File: src/rtl/sd_cmd_sequencer.sv
// sd_cmd_sequencer
// ----------------
// Serialises one SD command frame (start/transmit bits, 6-bit index,
// 32-bit argument, CRC7, end bit = 48 bits) onto mosi, MSB first. It then
// waits for the card's R1 response on miso and captures that byte.
// The CRC7 comes from an external crc_manager. This block clears that
// manager (crc_reset) and enables it (crc_en) while the 40 header/argument
// bits are on the line. The manager samples mosi on the falling edge, so
// crc8 is already final at the rising edge that ends the CMD phase.
//
// Ports
//   spi_clk    : single clock, rising-edge state updates
//   reset      : asynchronous, active-high reset
//   start      : command request, only honoured in IDLE
//   cmd_index  : 6-bit command index, captured on the start cycle
//   arg        : 32-bit command argument, captured on the start cycle
//   miso       : serial response from the card
//   crc8       : running CRC from crc_manager, CRC7 in bits [6:0]
//   mosi       : serial command stream (idles high)
//   crc_en     : CRC accumulate enable, high for the 40 header/argument bits
//   crc_reset  : CRC clear, high for the single CLR cycle
//   busy       : high in every state except IDLE
//   done       : one-cycle completion pulse
//   r1         : captured response byte, held until the next done
//   timeout    : response never started, valid with done
//
// Build option
//   SD_SEQ_RESP_TIMEOUT_EN : when defined, RESP_WAIT gives up after
//   RESP_WAIT_BITS cycles of miso=1. It then reports timeout=1 and
//   r1=8'hFF. When undefined, the block waits forever and timeout is
//   tied low.

module sd_cmd_sequencer #(
    parameter int RESP_WAIT_BITS = 128
) (
    input  logic        spi_clk,
    input  logic        reset,
    input  logic        start,
    input  logic [5:0]  cmd_index,
    input  logic [31:0] arg,
    input  logic        miso,
    input  logic [7:0]  crc8,
    output logic        mosi,
    output logic        crc_en,
    output logic        crc_reset,
    output logic        busy,
    output logic        done,
    output logic [7:0]  r1,
    output logic        timeout
);

    typedef enum logic [2:0] {
        IDLE      = 3'd0,
        CLR       = 3'd1,
        CMD       = 3'd2,
        CRC       = 3'd3,
        STOP      = 3'd4,
        RESP_WAIT = 3'd5,
        RESP      = 3'd6,
        DONE      = 3'd7
    } state_t;

    // Counter loads with (cycles in state - 1) and counts down to zero.
    localparam logic [7:0] RESP_WAIT_LOAD = 8'(RESP_WAIT_BITS - 1);

    state_t      state_q, state_d;
    logic [7:0]  cnt_q, cnt_d;
    logic [39:0] cmd_sr_q, cmd_sr_d;
    logic [6:0]  crc_sr_q, crc_sr_d;
    logic [6:0]  resp_sr_q, resp_sr_d;
    logic [7:0]  r1_q, r1_d;
    logic        mosi_q, mosi_d;
    logic        crc_en_q, crc_en_d;
    logic        crc_reset_q, crc_reset_d;
    logic        busy_q, busy_d;
    logic        done_q, done_d;
`ifdef SD_SEQ_RESP_TIMEOUT_EN
    logic        timeout_q, timeout_d;
`endif

    // crc8[7] is not part of CRC7; this net only marks it as deliberately unused.
    logic unused_crc_msb_s;
    assign unused_crc_msb_s = crc8[7];

    // Next-state and next-output logic. The outputs are registered, so each
    // value computed here becomes visible in the state being entered.
    always_comb begin
        state_d     = state_q;
        cnt_d       = cnt_q;
        cmd_sr_d    = cmd_sr_q;
        crc_sr_d    = crc_sr_q;
        resp_sr_d   = resp_sr_q;
        r1_d        = r1_q;
        mosi_d      = 1'b1;
        crc_en_d    = 1'b0;
        crc_reset_d = 1'b0;
        done_d      = 1'b0;
`ifdef SD_SEQ_RESP_TIMEOUT_EN
        timeout_d   = timeout_q;
`endif
        case (state_q)
            IDLE: begin
                if (start) begin
                    cmd_sr_d    = {2'b01, cmd_index, arg};
                    crc_reset_d = 1'b1;
                    state_d     = CLR;
                end else begin
                    state_d = IDLE;
                end
            end
            CLR: begin
                // First header bit goes out as CMD is entered.
                mosi_d   = cmd_sr_q[39];
                cmd_sr_d = {cmd_sr_q[38:0], 1'b0};
                crc_en_d = 1'b1;
                cnt_d    = 8'd39;
                state_d  = CMD;
            end
            CMD: begin
                if (cnt_q == 8'd0) begin
                    // crc8 is final on this edge; latch it and start sending it.
                    mosi_d   = crc8[6];
                    crc_sr_d = {crc8[5:0], 1'b0};
                    cnt_d    = 8'd6;
                    state_d  = CRC;
                end else begin
                    mosi_d   = cmd_sr_q[39];
                    cmd_sr_d = {cmd_sr_q[38:0], 1'b0};
                    crc_en_d = 1'b1;
                    cnt_d    = cnt_q - 8'd1;
                end
            end
            CRC: begin
                if (cnt_q == 8'd0) begin
                    state_d = STOP;
                end else begin
                    mosi_d   = crc_sr_q[6];
                    crc_sr_d = {crc_sr_q[5:0], 1'b0};
                    cnt_d    = cnt_q - 8'd1;
                end
            end
            STOP: begin
                cnt_d   = RESP_WAIT_LOAD;
                state_d = RESP_WAIT;
            end
            RESP_WAIT: begin
                if (!miso) begin
                    // This low bit is r1[7]; the shifter starts from zero.
                    resp_sr_d = 7'd0;
                    cnt_d     = 8'd6;
                    state_d   = RESP;
                end else begin
`ifdef SD_SEQ_RESP_TIMEOUT_EN
                    if (cnt_q == 8'd0) begin
                        r1_d      = 8'hFF;
                        timeout_d = 1'b1;
                        done_d    = 1'b1;
                        state_d   = DONE;
                    end else begin
                        cnt_d = cnt_q - 8'd1;
                    end
`else
                    state_d = RESP_WAIT;
`endif
                end
            end
            RESP: begin
                if (cnt_q == 8'd0) begin
                    r1_d    = {resp_sr_q, miso};
                    done_d  = 1'b1;
                    state_d = DONE;
`ifdef SD_SEQ_RESP_TIMEOUT_EN
                    timeout_d = 1'b0;
`endif
                end else begin
                    resp_sr_d = {resp_sr_q[5:0], miso};
                    cnt_d     = cnt_q - 8'd1;
                end
            end
            DONE: begin
                state_d = IDLE;
            end
            default: begin
                state_d = IDLE;
            end
        endcase
        busy_d = (state_d != IDLE);
    end

    // State and registered outputs; reset aborts any frame without a done pulse.
    always_ff @(posedge spi_clk or posedge reset) begin
        if (reset) begin
            state_q     <= IDLE;
            cnt_q       <= 8'd0;
            cmd_sr_q    <= 40'd0;
            crc_sr_q    <= 7'd0;
            resp_sr_q   <= 7'd0;
            r1_q        <= 8'hFF;
            mosi_q      <= 1'b1;
            crc_en_q    <= 1'b0;
            crc_reset_q <= 1'b0;
            busy_q      <= 1'b0;
            done_q      <= 1'b0;
`ifdef SD_SEQ_RESP_TIMEOUT_EN
            timeout_q   <= 1'b0;
`endif
        end else begin
            state_q     <= state_d;
            cnt_q       <= cnt_d;
            cmd_sr_q    <= cmd_sr_d;
            crc_sr_q    <= crc_sr_d;
            resp_sr_q   <= resp_sr_d;
            r1_q        <= r1_d;
            mosi_q      <= mosi_d;
            crc_en_q    <= crc_en_d;
            crc_reset_q <= crc_reset_d;
            busy_q      <= busy_d;
            done_q      <= done_d;
`ifdef SD_SEQ_RESP_TIMEOUT_EN
            timeout_q   <= timeout_d;
`endif
        end
    end

    assign mosi      = mosi_q;
    assign crc_en    = crc_en_q;
    assign crc_reset = crc_reset_q;
    assign busy      = busy_q;
    assign done      = done_q;
    assign r1        = r1_q;
`ifdef SD_SEQ_RESP_TIMEOUT_EN
    assign timeout   = timeout_q;
`else
    assign timeout   = 1'b0;
`endif

endmodule

File: config.mk
export PLATFORM = sky130hd
export DESIGN_NAME = sd_cmd_sequencer
export DESIGN_NICKNAME = d
export VERILOG_FILES = /design/src/rtl/sd_cmd_sequencer.sv
export SDC_FILE = /design/constraint.sdc
export NUM_CORES = 1
export LEC_CHECK = 0
export BUFFER_PORTS_ARGS = -buffer_cell sky130_fd_sc_hd__buf_2
export CAP_MARGIN = 20
export CORE_UTILIZATION = 48
export DETAILED_ROUTE_END_ITERATION = 16
export PLACE_DENSITY = 0.7
export SYNTH_ARGS = -nofsm -noshare
export SYNTH_HDL_FRONTEND = slang
export SYNTH_SLANG_ARGS = --single-unit
File: constraint.sdc
create_clock -name spi_clk -period 3.85 [get_ports spi_clk]
set_input_delay 0.1925 -clock spi_clk [delete_from_list [all_inputs] [get_ports spi_clk]]
set_output_delay 0.1925 -clock spi_clk [all_outputs]
set_load 0.03 [all_outputs]
======== Word-level counts from Yosys, hierarchy flattened ========
Index checks and enable logic that the tools add are counted.
word-level totals
  bits in registers ....................... 78
  input bits .............................. 50
  output and inout bits ................... 14
  word-level logic and storage cells ...... 67
cells by class
  add/subtract/negate cells ............... 1
  eq/ne operators ......................... 14
  mux-type cells .......................... 28
  reduce and logical (&&, ||, !) cells .... 13
operators by type and width
  operator             number
  $pmux 40 s3          1
  $mux 40              2
  $pmux 8 s5           1
  $mux 7               4
  $pmux 7 s2           2
  $mux 8               3
  $pmux 3 s8           1
  $ne 2x2->1 const B   7
  $eq 3x3->1 const B   4
  $reduce_and 3->1     4
  $mux 3               3
  $logic_not 8->1      1
  $mux 1               8
  $sub 8x1->8 const B  1
  $eq 3x2->1 const B   2
  $reduce_bool 3->1    2
  $reduce_bool 5->1    1
  $reduce_bool 2->1    2
  $eq 3x1->1 const B   1
  $logic_not 3->1      1
  $pmux 1 s3           1
  $mux 2               1
  $pmux 1 s2           1
  $reduce_and 2->1     1
  $reduce_or 2->1      1

======== Depth between registers and ports, before layout ========
Gate-level depths: netlist (run 1).
  depth in word-level cells ............... 4
  depth in mapped cells ................... 8
  gate-level depth less buffers ........... 6

======== Worst setup path after synthesis (run 1) ========
Ideal clock, no wire load.
  path type ............................... reg-to-reg
  start ................................... register cnt_q[0]
  end ..................................... register cnt_q[1]
  setup time .............................. 0.125 ns
  arrival ................................. 1.966 ns
  data required time ...................... 3.725 ns
  setup slack ............................. 1.759 ns
  stages on the path, launching flop included .. 8
  buffers on the path ..................... 1
  clock period less this slack ............ 2.091 ns
  path through ............................ dfrtp_1 inv_1 ha_1 or3b_2 buf_2 o21ai_1 a311oi_2 mux2_2
between the ends
  cells in the longest elaborated chain, start to end .. 3
  elaborated cells on any way between the ends .. 7
  classes of those cells .................. 1 x add/sub; 1 x eq/ne; 3 x mux; 2 x reduce/logical
ends and longest elaborated chain
  element                                         RTL line  source
  start: declaration                              67        logic [7:0] cnt_q, cnt_d;
  start signal: assignment                        209       cnt_q <= cnt_d;
  $sub 8x1->8 or $logic_not 8->1 (tied branches)  n/a
  $mux 8, or another cell as far along            134, 168
  $pmux 8 s5 or $reduce_and 3->1 (tied branches)  n/a
Parallel ways exist; a longest one is shown, timed or not. The select of a mux whose other input is x is not followed.
A chain may end at the register's enable or synchronous reset.

======== Final worst setup path (run 1) ========
  start ................................... register cnt_q[0]
  end ..................................... register cmd_sr_q[32]
between the ends
  cells in the longest elaborated chain, start to end .. 3
ends and longest elaborated chain
  element                            RTL line  source
  $logic_not 8->1                    120       if (cnt_q == 8'd0) begin
  $ne 2x2->1 (no source line)        n/a
  $reduce_and 3->1 (no source line)  n/a
  end signal: assignment             210       cmd_sr_q <= cmd_sr_d;
  end: declaration                   68        logic [39:0] cmd_sr_q, cmd_sr_d;
Every way passes these cells.

==> summary.txt, run 1 <==
Floorplanning
  • Core region area: 8220 µm²
  • Std cell rows: 33
  • I/O pins: 64
  • Die Area: 8880 µm²
  • Die W: 94.2 µm
  • Die height: 94.2 µm
  • Starting density of the core: 49.7%

STA
  • Fmax achieved: 391 MHz
  • Sum of negative setup slack: 0 ns
  • Fin. Hold Viols: 0
  • Clk_skew: 0.00760 ns
  • Slew @ Worst Pin: 0.851 ns
  • Minimum clock period after layout: 2.56 ns
  • Final Max Tran Viols: 0
  • RSZ-0062 raised after global routing: false
  • Worst rel slew slack: 43.3%
  • Final setup violation count: 0
  • Hold slack: 0.0597 ns
  • Crit share post-route: 66.4%

Synth
  • Netlist cell types: 49
  • Post-synthesis adder-cell area fraction: 0.613%
  • Simple-gate portion of the synthesized area: 7.75%
  • Compound-Gate Fraction of Synth Area: 10.2%
  • Area of the mapped netlist: 4080 µm²
  • Dominant synthesized flop cell: dfrtp_1
  • Syn. warnings: 0
  • Post-synthesis xor/xnor area fraction: 0%
  • Main combinational cell family by area after synthesis: multiplexers
  • Syn Inst Count: 334
  • Yosys reg bits: 77
  • Async S/R FF share, synth: 100%
  • Mux share of post-synthesis cell area: 29.0%
  • EDFF count, synth: 0
  • Sequential element share of the synthesized area: 47.5%
  • Syn_nets: 386
  • Syn avg cell area: 12.2 µm²

Setup path
  • Worst endpoint required time: 4.08 ns
  • Critical path cell sequence: inv_1 -> ha_1 -> or3b_2 -> o21ai_4 -> a21oi_4 -> buf_4 -> mux2_4
  • Slowest stage delay, CP: 0.60 ns
  • CP max FO: 40
  • Critical path class: register to register
  • Max stage delay cell, worst path: or3b_2
  • Critical Path End Type: register
  • CP Data Arrival Time: 2.79 ns
  • CP startpoint kind: register

Clocking
  • Clock buffer depth: 2
  • H-Tree Depth: 3
  • Root Buffer Master: clkbuf_8
  • Cells resized by post-CTS repair: 0
  • Num CTS Buffers: 9
  • Clock slew at reported path FFs: 0.08 ns
  • Clock sinks: 77
  • Worst-Skew Late Latency: 0.35 ns
  • CTS tree: done

Place
  • Gp weighted congestion: 0.801
  • DPL Wire Length: 5080 µm
  • Placed cells: 484
  • I/O Buffers: 61

Drt
  • Routed Antenna Nets: 0
  • Avg Vias per Cell: 5.38
  • Routed WL per cell: 15.4 µm
  • Starting DRT DRC Count: 126
  • Routed WL: 7710 µm
  • DRC Markers: 0
  • DR vias: 2696
  • First-pass iteration count of the detailed router: 4

Layout
  • Synthesis-to-layout area growth: 13.8%
  • Post-Layout Cell Count: 501
  • Area occupied by multi-input gates: 1970 µm²
  • Number of fill cells: 724
  • Final net count: 443
  • N_diodes: 0
  • Register area: 1940 µm²
  • Proportion of layout cells with a drive suffix above 1: 46.7%

Power
  • Leak pwr: 2.36 nW
  • Tot Pwr: 1.46 mW
  • Pwr Density: 315 nW/µm²
  • Peak VDD IR: 0.149 mV

Global route
  • Initial antenna violation count: 0
  • Vias in the first global route: 2666
  • Pin count of the biggest net entering global routing: 46
  • Gr ovfl total: 0
  • Gr usage total: 18.9%
  • First-pass GRT wire length: 12900 µm

Run
  • Max-Cap Viols: 0

Hold path
  • HP Class: input pin to register

Outcome
  • Run status: completed
[layout make-up]
cell class / count / area share [%]
clock inverters: 4 / 1.02
inverters: 19 / 1.56
well taps: 105 / 2.83
repair buffers: 66 / 7.43
flip-flops and latches: 77 / 41.7
clock buffers: 12 / 3.12
multi-input cells: 218 / 42.3
[kinds of logic after synthesis]
logic type / Yosys count
AOI/OAI and AO/OA: 62
adders and majority gates: 2
buffers and inverters: 39
DFF: 77
muxes: 93
other: 1
and+or+nand+nor: 60
[per-layer routing]
metal  global-route usage, %  wire length [µm]  vias up
met5                       0                 0        -
met4                    6.92                83        0
met3                    4.21               286        5
met2                    29.4              3730       49
met1                    25.7              3610     1328
li1                        -                 -     1314
[worst paths after layout]
| check | start | to | slack [ns] | cells after the start |
|---|---|---|---|---|
| worst max-delay path | cnt_q[0]$_DFFE_PP0P_ | cmd_sr_q[32]$_DFFE_PP0P_ | 1.29 | 7 |
| worst min-delay path | crc8[5] | crc_sr_q[6]$_DFFE_PP0P_ | 0.06 | 3 |
| worst max register to register | cnt_q[0]$_DFFE_PP0P_ | cmd_sr_q[32]$_DFFE_PP0P_ | 1.29 | 7 |
| worst min register to register | cnt_q[7]$_DFFE_PP0P_ | cnt_q[7]$_DFFE_PP0P_ | 0.50 | 1 |
| max in group asynchronous | reset | cmd_sr_q[2]$_DFFE_PP0P_ | 2.44 | 4 |
| min in group asynchronous | reset | done$_DFF_PP0_ | 0.51 | 3 |
[registers in the layout, indices dropped and copies added, names as in the netlist, 3 cells and up]
signal and flops:
cmd_sr_q 40, cnt_q 8, r1 8, resp_sr_q 7, crc_sr_q 6, state_q 3
[cells in the mapped netlist (2+ instances only)]
cell type   n  area, µm²
and2_1      2       12.5
a22oi_1     7       52.6
dfstp_2     9        236
dfrtp_1    68       1700
buf_2       2       10.0
buf_6       6       67.6
nor3_1      5       25.0
nor3b_1     2       15.0
or3_1       2       12.5
nand2b_1    5       31.3
a21oi_1    10       50.1
nand3_1     5       25.0
inv_1      18       67.6
nand2_1    20       75.1
o211ai_1    8       60.1
clkbuf_1   10       37.5
nor4_1      3       18.8
a211oi_1    2       15.0
mux2_2     47        529
o21ai_0    16       80.1
a31oi_1     7       43.8
ha_1        2       25.0
nor2b_1     2       12.5
mux2i_1     7       70.1
mux2_4     39        586
nor2_1      7       26.3
[metrics by stage]
stage                     cell area, µm²  utilization [%]  setup slack (ns)
after floorplan                     4080                -              1.71
after global placement              4440             54.1              1.34
after detailed placement            4440             54.1              1.32
after CTS                           4650             56.5              1.30
after global routing                4650             56.5              1.17
final                               4650             56.5              1.29
[layout by cell type, fill, tap and decap left out, drive strengths merged, types with 2 or more instances in the layout]
| cell | Yosys | routed |
|---|---|---|
| nor3b | 2 | 2 |
| nand3 | 5 | 5 |
| a22oi | 7 | 7 |
| a21oi | 11 | 11 |
| o211ai | 8 | 8 |
| a31oi | 7 | 7 |
| mux2 | 86 | 86 |
| nor2b | 2 | 2 |
| a211oi | 2 | 2 |
| nor2 | 8 | 8 |
| ha | 2 | 2 |
| dfstp | 9 | 9 |
| clkbuf | 10 | 12 |
| nand2 | 21 | 21 |
| dfrtp | 68 | 68 |
| nor3 | 6 | 6 |
| clkinv | 1 | 4 |
| or3 | 2 | 2 |
| nor4 | 4 | 4 |
| mux2i | 7 | 7 |
| o21ai | 18 | 18 |
| buf | 10 | 65 |
| inv | 18 | 17 |
| and2 | 2 | 2 |
| nand2b | 5 | 5 |
[critical path, delay by kind of cell, from the launching register on]
| kind | cells | cell delay [ns] |
|---|---|---|
| AOI/OAI and AO/OA | 2 | 0.30 |
| adders and majority gates | 1 | 0.17 |
| buffers and inverters | 2 | 0.50 |
| DFF | 1 | 0.47 |
| muxes | 1 | 0.39 |
| and+or+nand+nor | 1 | 0.60 |
[where the power goes]
group          total [mW]  leakage (nW)  internal, mW  switching (mW)
Combinational      0.0471          1.33        0.0200          0.0272
Clock               0.607        0.0964         0.316           0.291
Sequential          0.810         0.934         0.810        0.000192
[repair_timing]
action	in CTS	in global routing
hold buffers	1	0
setup buffers	0	0
hold endpoints to repair	35	0
Note: power is estimated with default switching activity, not from simulation.
==> inputs of run 2 (changes only) <==
--- a/config.mk
+++ b/config.mk
@@ -9,7 +9,7 @@
 export CAP_MARGIN = 20
 export CORE_UTILIZATION = 48
 export DETAILED_ROUTE_END_ITERATION = 16
-export PLACE_DENSITY = 0.7
+export PLACE_DENSITY = 0.73
 export SYNTH_ARGS = -nofsm -noshare
 export SYNTH_HDL_FRONTEND = slang
 export SYNTH_SLANG_ARGS = --single-unit
==> constraint.sdc (replaced) <==
create_clock -name spi_clk -period 2.28 [get_ports spi_clk]
set_input_delay 0.114 -clock spi_clk [delete_from_list [all_inputs] [get_ports spi_clk]]
set_output_delay 0.114 -clock spi_clk [all_outputs]
set_load 0.03 [all_outputs]
==> summary.txt, run 2 (same netlist as run 1, synthesis figures left out) <==
Power
  • NetSw: 562 µW (+77%)
  • Leak pwr: 2.49 nW (+5.7%)
  • Combinational group share of total power: 3.3% (about the same)
  • Peak VDD IR: 0.338 mV (+130%)
  • Pwr Density: 557 nW/µm² (+77%)
  • Switching part of the total: 20.6% (-1.1 points)
  • Internal power: 2.17 mW (+89%)
  • Sequential power share: 50.1% (-5.2 points)
  • Clock Power Share: 46.6% (+5.1 points)

Floorplanning
  • Die height: 94.2 µm (unchanged)
  • Std cell rows: 33 (unchanged)
  • Die Area: 8880 µm² (unchanged)
  • Die W: 94.2 µm (unchanged)
  • Core region area: 8220 µm² (unchanged)
  • Starting density of the core: 49.7% (unchanged)
  • I/O pins: 64 (unchanged)

Layout
  • Most common cell after layout, fill and taps aside: dfrtp_1
  • N_diodes: 0 (unchanged)
  • Final net count: 463 (+4.5%)
  • Proportion of layout cells with a drive suffix above 1: 48.6% (+1.8 points)
  • Final Util: 59.6% (+3.0 points)
  • Most flop-heavy register: cmd_sr_q
  • Most frequent cells in the layout: 68 x dfrtp_1, 61 x buf_2, 47 x mux2_2, 39 x mux2_4, 20 x nand2_1
  • Flip-flop count of the largest register, all copies and words added: 40 (unchanged)
  • Number of fill cells: 660 (-8.8%)
  • Synthesis-to-layout area growth: 19.9%

Clocking
  • Clock slew at reported path FFs: 0.08 ns (about the same)
  • Num CTS Buffers: 9 (unchanged)
  • CTS tree: done
  • H-Tree Depth: 3 (unchanged)
  • Clock buffer depth: 2 (unchanged)
  • Root Buffer Master: clkbuf_8
  • Worst-Skew Late Latency: 0.35 ns (about the same)
  • Clock sinks: 77 (unchanged)

Setup path
  • CP max FO: 40 (unchanged)
  • Worst r2r src: cnt_q[0]$_DFFE_PP0P_
  • Cells on worst reg2reg path: 7 (unchanged)
  • Slowest stage delay, CP: 0.56 ns (-0.04 ns)
  • Reg2reg setup slack: 0.08 ns (-1.21 ns)
  • Critical path cell sequence: inv_1 -> ha_1 -> or3b_2 -> o21ai_4 -> a21oi_4 -> buf_12 -> mux2_4
  • Max stage delay cell, worst path: or3b_2
  • CP startpoint kind: register
  • Critical Path End Type: register
  • Critical path class: register to register
  • Worst endpoint required time: 2.52 ns (-1.56 ns)
  • Worst flop-to-flop path endpoint: cmd_sr_q[36]$_DFFE_PP0P_
  • CP Data Arrival Time: 2.44 ns (-0.35 ns)

Place
  • DPL Wire Length: 5440 µm (+7.0%)
  • Gp weighted congestion: 0.896 (+12%)
  • I/O Buffers: 61 (unchanged)
  • DP Worst Slack: 0.100 ns (-1.22 ns)

Drt
  • Avg Vias per Cell: 5.29 (-1.7%)
  • Starting DRT DRC Count: 81 (-36%)
  • Routed WL per cell: 15.1 µm (-1.9%)
  • Met3 WL: 261 µm (-8.7%)
  • Routed Antenna Nets: 0 (unchanged)
  • Highest routed layer: met4
  • First-pass iteration count of the detailed router: 4 (unchanged)
  • Routed WL: 7860 µm (+2.0%)
  • DR vias: 2755 (+2.2%)
  • Met1 WL: 3670 µm (+1.7%)
  • DRC Markers: 0 (unchanged)
  • Length of routed met2 wiring: 3820 µm (+2.2%)

STA
  • Fin. Hold Viols: 0 (unchanged)
  • Final Max Tran Viols: 0 (unchanged)
  • Fmax achieved: 454 MHz (+16%)
  • Post-route worst setup slack: 0.0781 ns (-1.21 ns)
  • Worst rel slew slack: 58.6% (+15 points)
  • Minimum clock period after layout: 2.20 ns (-0.356 ns)
  • Final setup violation count: 0 (unchanged)
  • Slew @ Worst Pin: 0.621 ns (-0.230 ns)
  • RSZ-0062 raised after global routing: false
  • Crit share post-route: 96.6% (+30 points)
  • Sum of negative setup slack: 0 ns (unchanged)
  • Clk_skew: 0.0120 ns (+0.00440 ns)

Global route
  • First-pass GRT wire length: 13300 µm (+3.6%)
  • Gr ovfl total: 0 (unchanged)
  • Pin count of the biggest net entering global routing: 41 (-11%)
  • Initial antenna violation count: 0 (unchanged)
  • Gr usage total: 19.6% (+0.67 points)
  • Vias in the first global route: 2777 (+4.2%)

Outcome
  • Run status: completed

Hold path
  • Hold EP: crc_reset$_DFF_PP0_
  • Hold Crit Depth: 2 (-1)
  • HP Class: input pin to register
  • HP Start: start

Run
  • Max-Cap Viols: 0 (unchanged)
[run 2: cell count changes in the layout (fill, tap and decap cells not counted), sizes merged]
cell         previous run  this run
buf                    65        80
bufinv                  1         3
clkbuf                 12        10
clkinv                  4         3
clkinvlp                1         0
dlygate4sd3             1         6
inv                    17        19
[run 2: routing by layer]
metal  vias to the layer above  global-route usage, %
met3                        10                   4.45
li1                       1347                      -
met4                         0                   7.44
met5                         -                      0
met1                      1354                   26.5
met2                        44                   30.3
[run 2: layout make-up]
type	count	area (µm²)	share of cell area [%]
Clock buffer	10	138	2.81
Clock inverter	6	109	2.22
Inverter	19	71.3	1.46
Multi-Input combinational cell	218	1970	40.3
Sequential cell	77	1940	39.6
Tap cell	105	131	2.68
Timing Repair Buffer	86	533	10.9
[run 2: how the worst max path moves through the flow]
stage / from / endpoint / cells past startpoint
after floorplan: cnt_q[0]$_DFFE_PP0P_ / cnt_q[1]$_DFFE_PP0P_ / 7
after global placement: cnt_q[0]$_DFFE_PP0P_ / cmd_sr_q[33]$_DFFE_PP0P_ / 7
after detailed placement: cnt_q[0]$_DFFE_PP0P_ / cmd_sr_q[28]$_DFFE_PP0P_ / 7
after CTS: cnt_q[0]$_DFFE_PP0P_ / cmd_sr_q[28]$_DFFE_PP0P_ / 7
after global routing: cnt_q[0]$_DFFE_PP0P_ / cmd_sr_q[29]$_DFFE_PP0P_ / 7
final: cnt_q[0]$_DFFE_PP0P_ / cmd_sr_q[36]$_DFFE_PP0P_ / 7
[run 2: worst max-delay path: cells and delay by family (launching register included)]
family	cells	cell delay [ns]
buffers and inverters	2	0.31
adders and majority gates	1	0.18
DFF	1	0.39
muxes	1	0.33
AOI/OAI and AO/OA	2	0.29
and+or+nand+nor	1	0.56
[run 2: metrics by stage]
stage / hold slack (ns) / cells / power (mW) / instance area [µm²]
after detailed placement: 0.234 / 499 / 1.48 / 4580
after global routing: 0.0270 / 521 / 2.82 / 4890
after CTS: 0.0197 / 521 / 2.75 / 4890
after floorplan: 0.243 / 334 / 1.42 / 4080
after global placement: 0.218 / 499 / 1.47 / 4580
final: 0.0371 / 521 / 2.73 / 4890
[run 2: what timing repair did]
item | 4_1_cts | 5_1_grt
setup endpoints to repair | 0 | 1
hold endpoints to repair | 24 | 0
gates resized for setup | 0 | 1
hold buffers | 6 | 0
buffers inserted | 0 | 0
[run 2: power groups by stage]
stage               Sequential [mW]  Clock (mW)  Combinational, mW
floorplan                      1.40           0             0.0265
global placement               1.39           0             0.0808
detailed placement             1.39           0             0.0841
CTS                            1.37        1.29             0.0918
global route                   1.37        1.35              0.101
finish                         1.37        1.27             0.0895
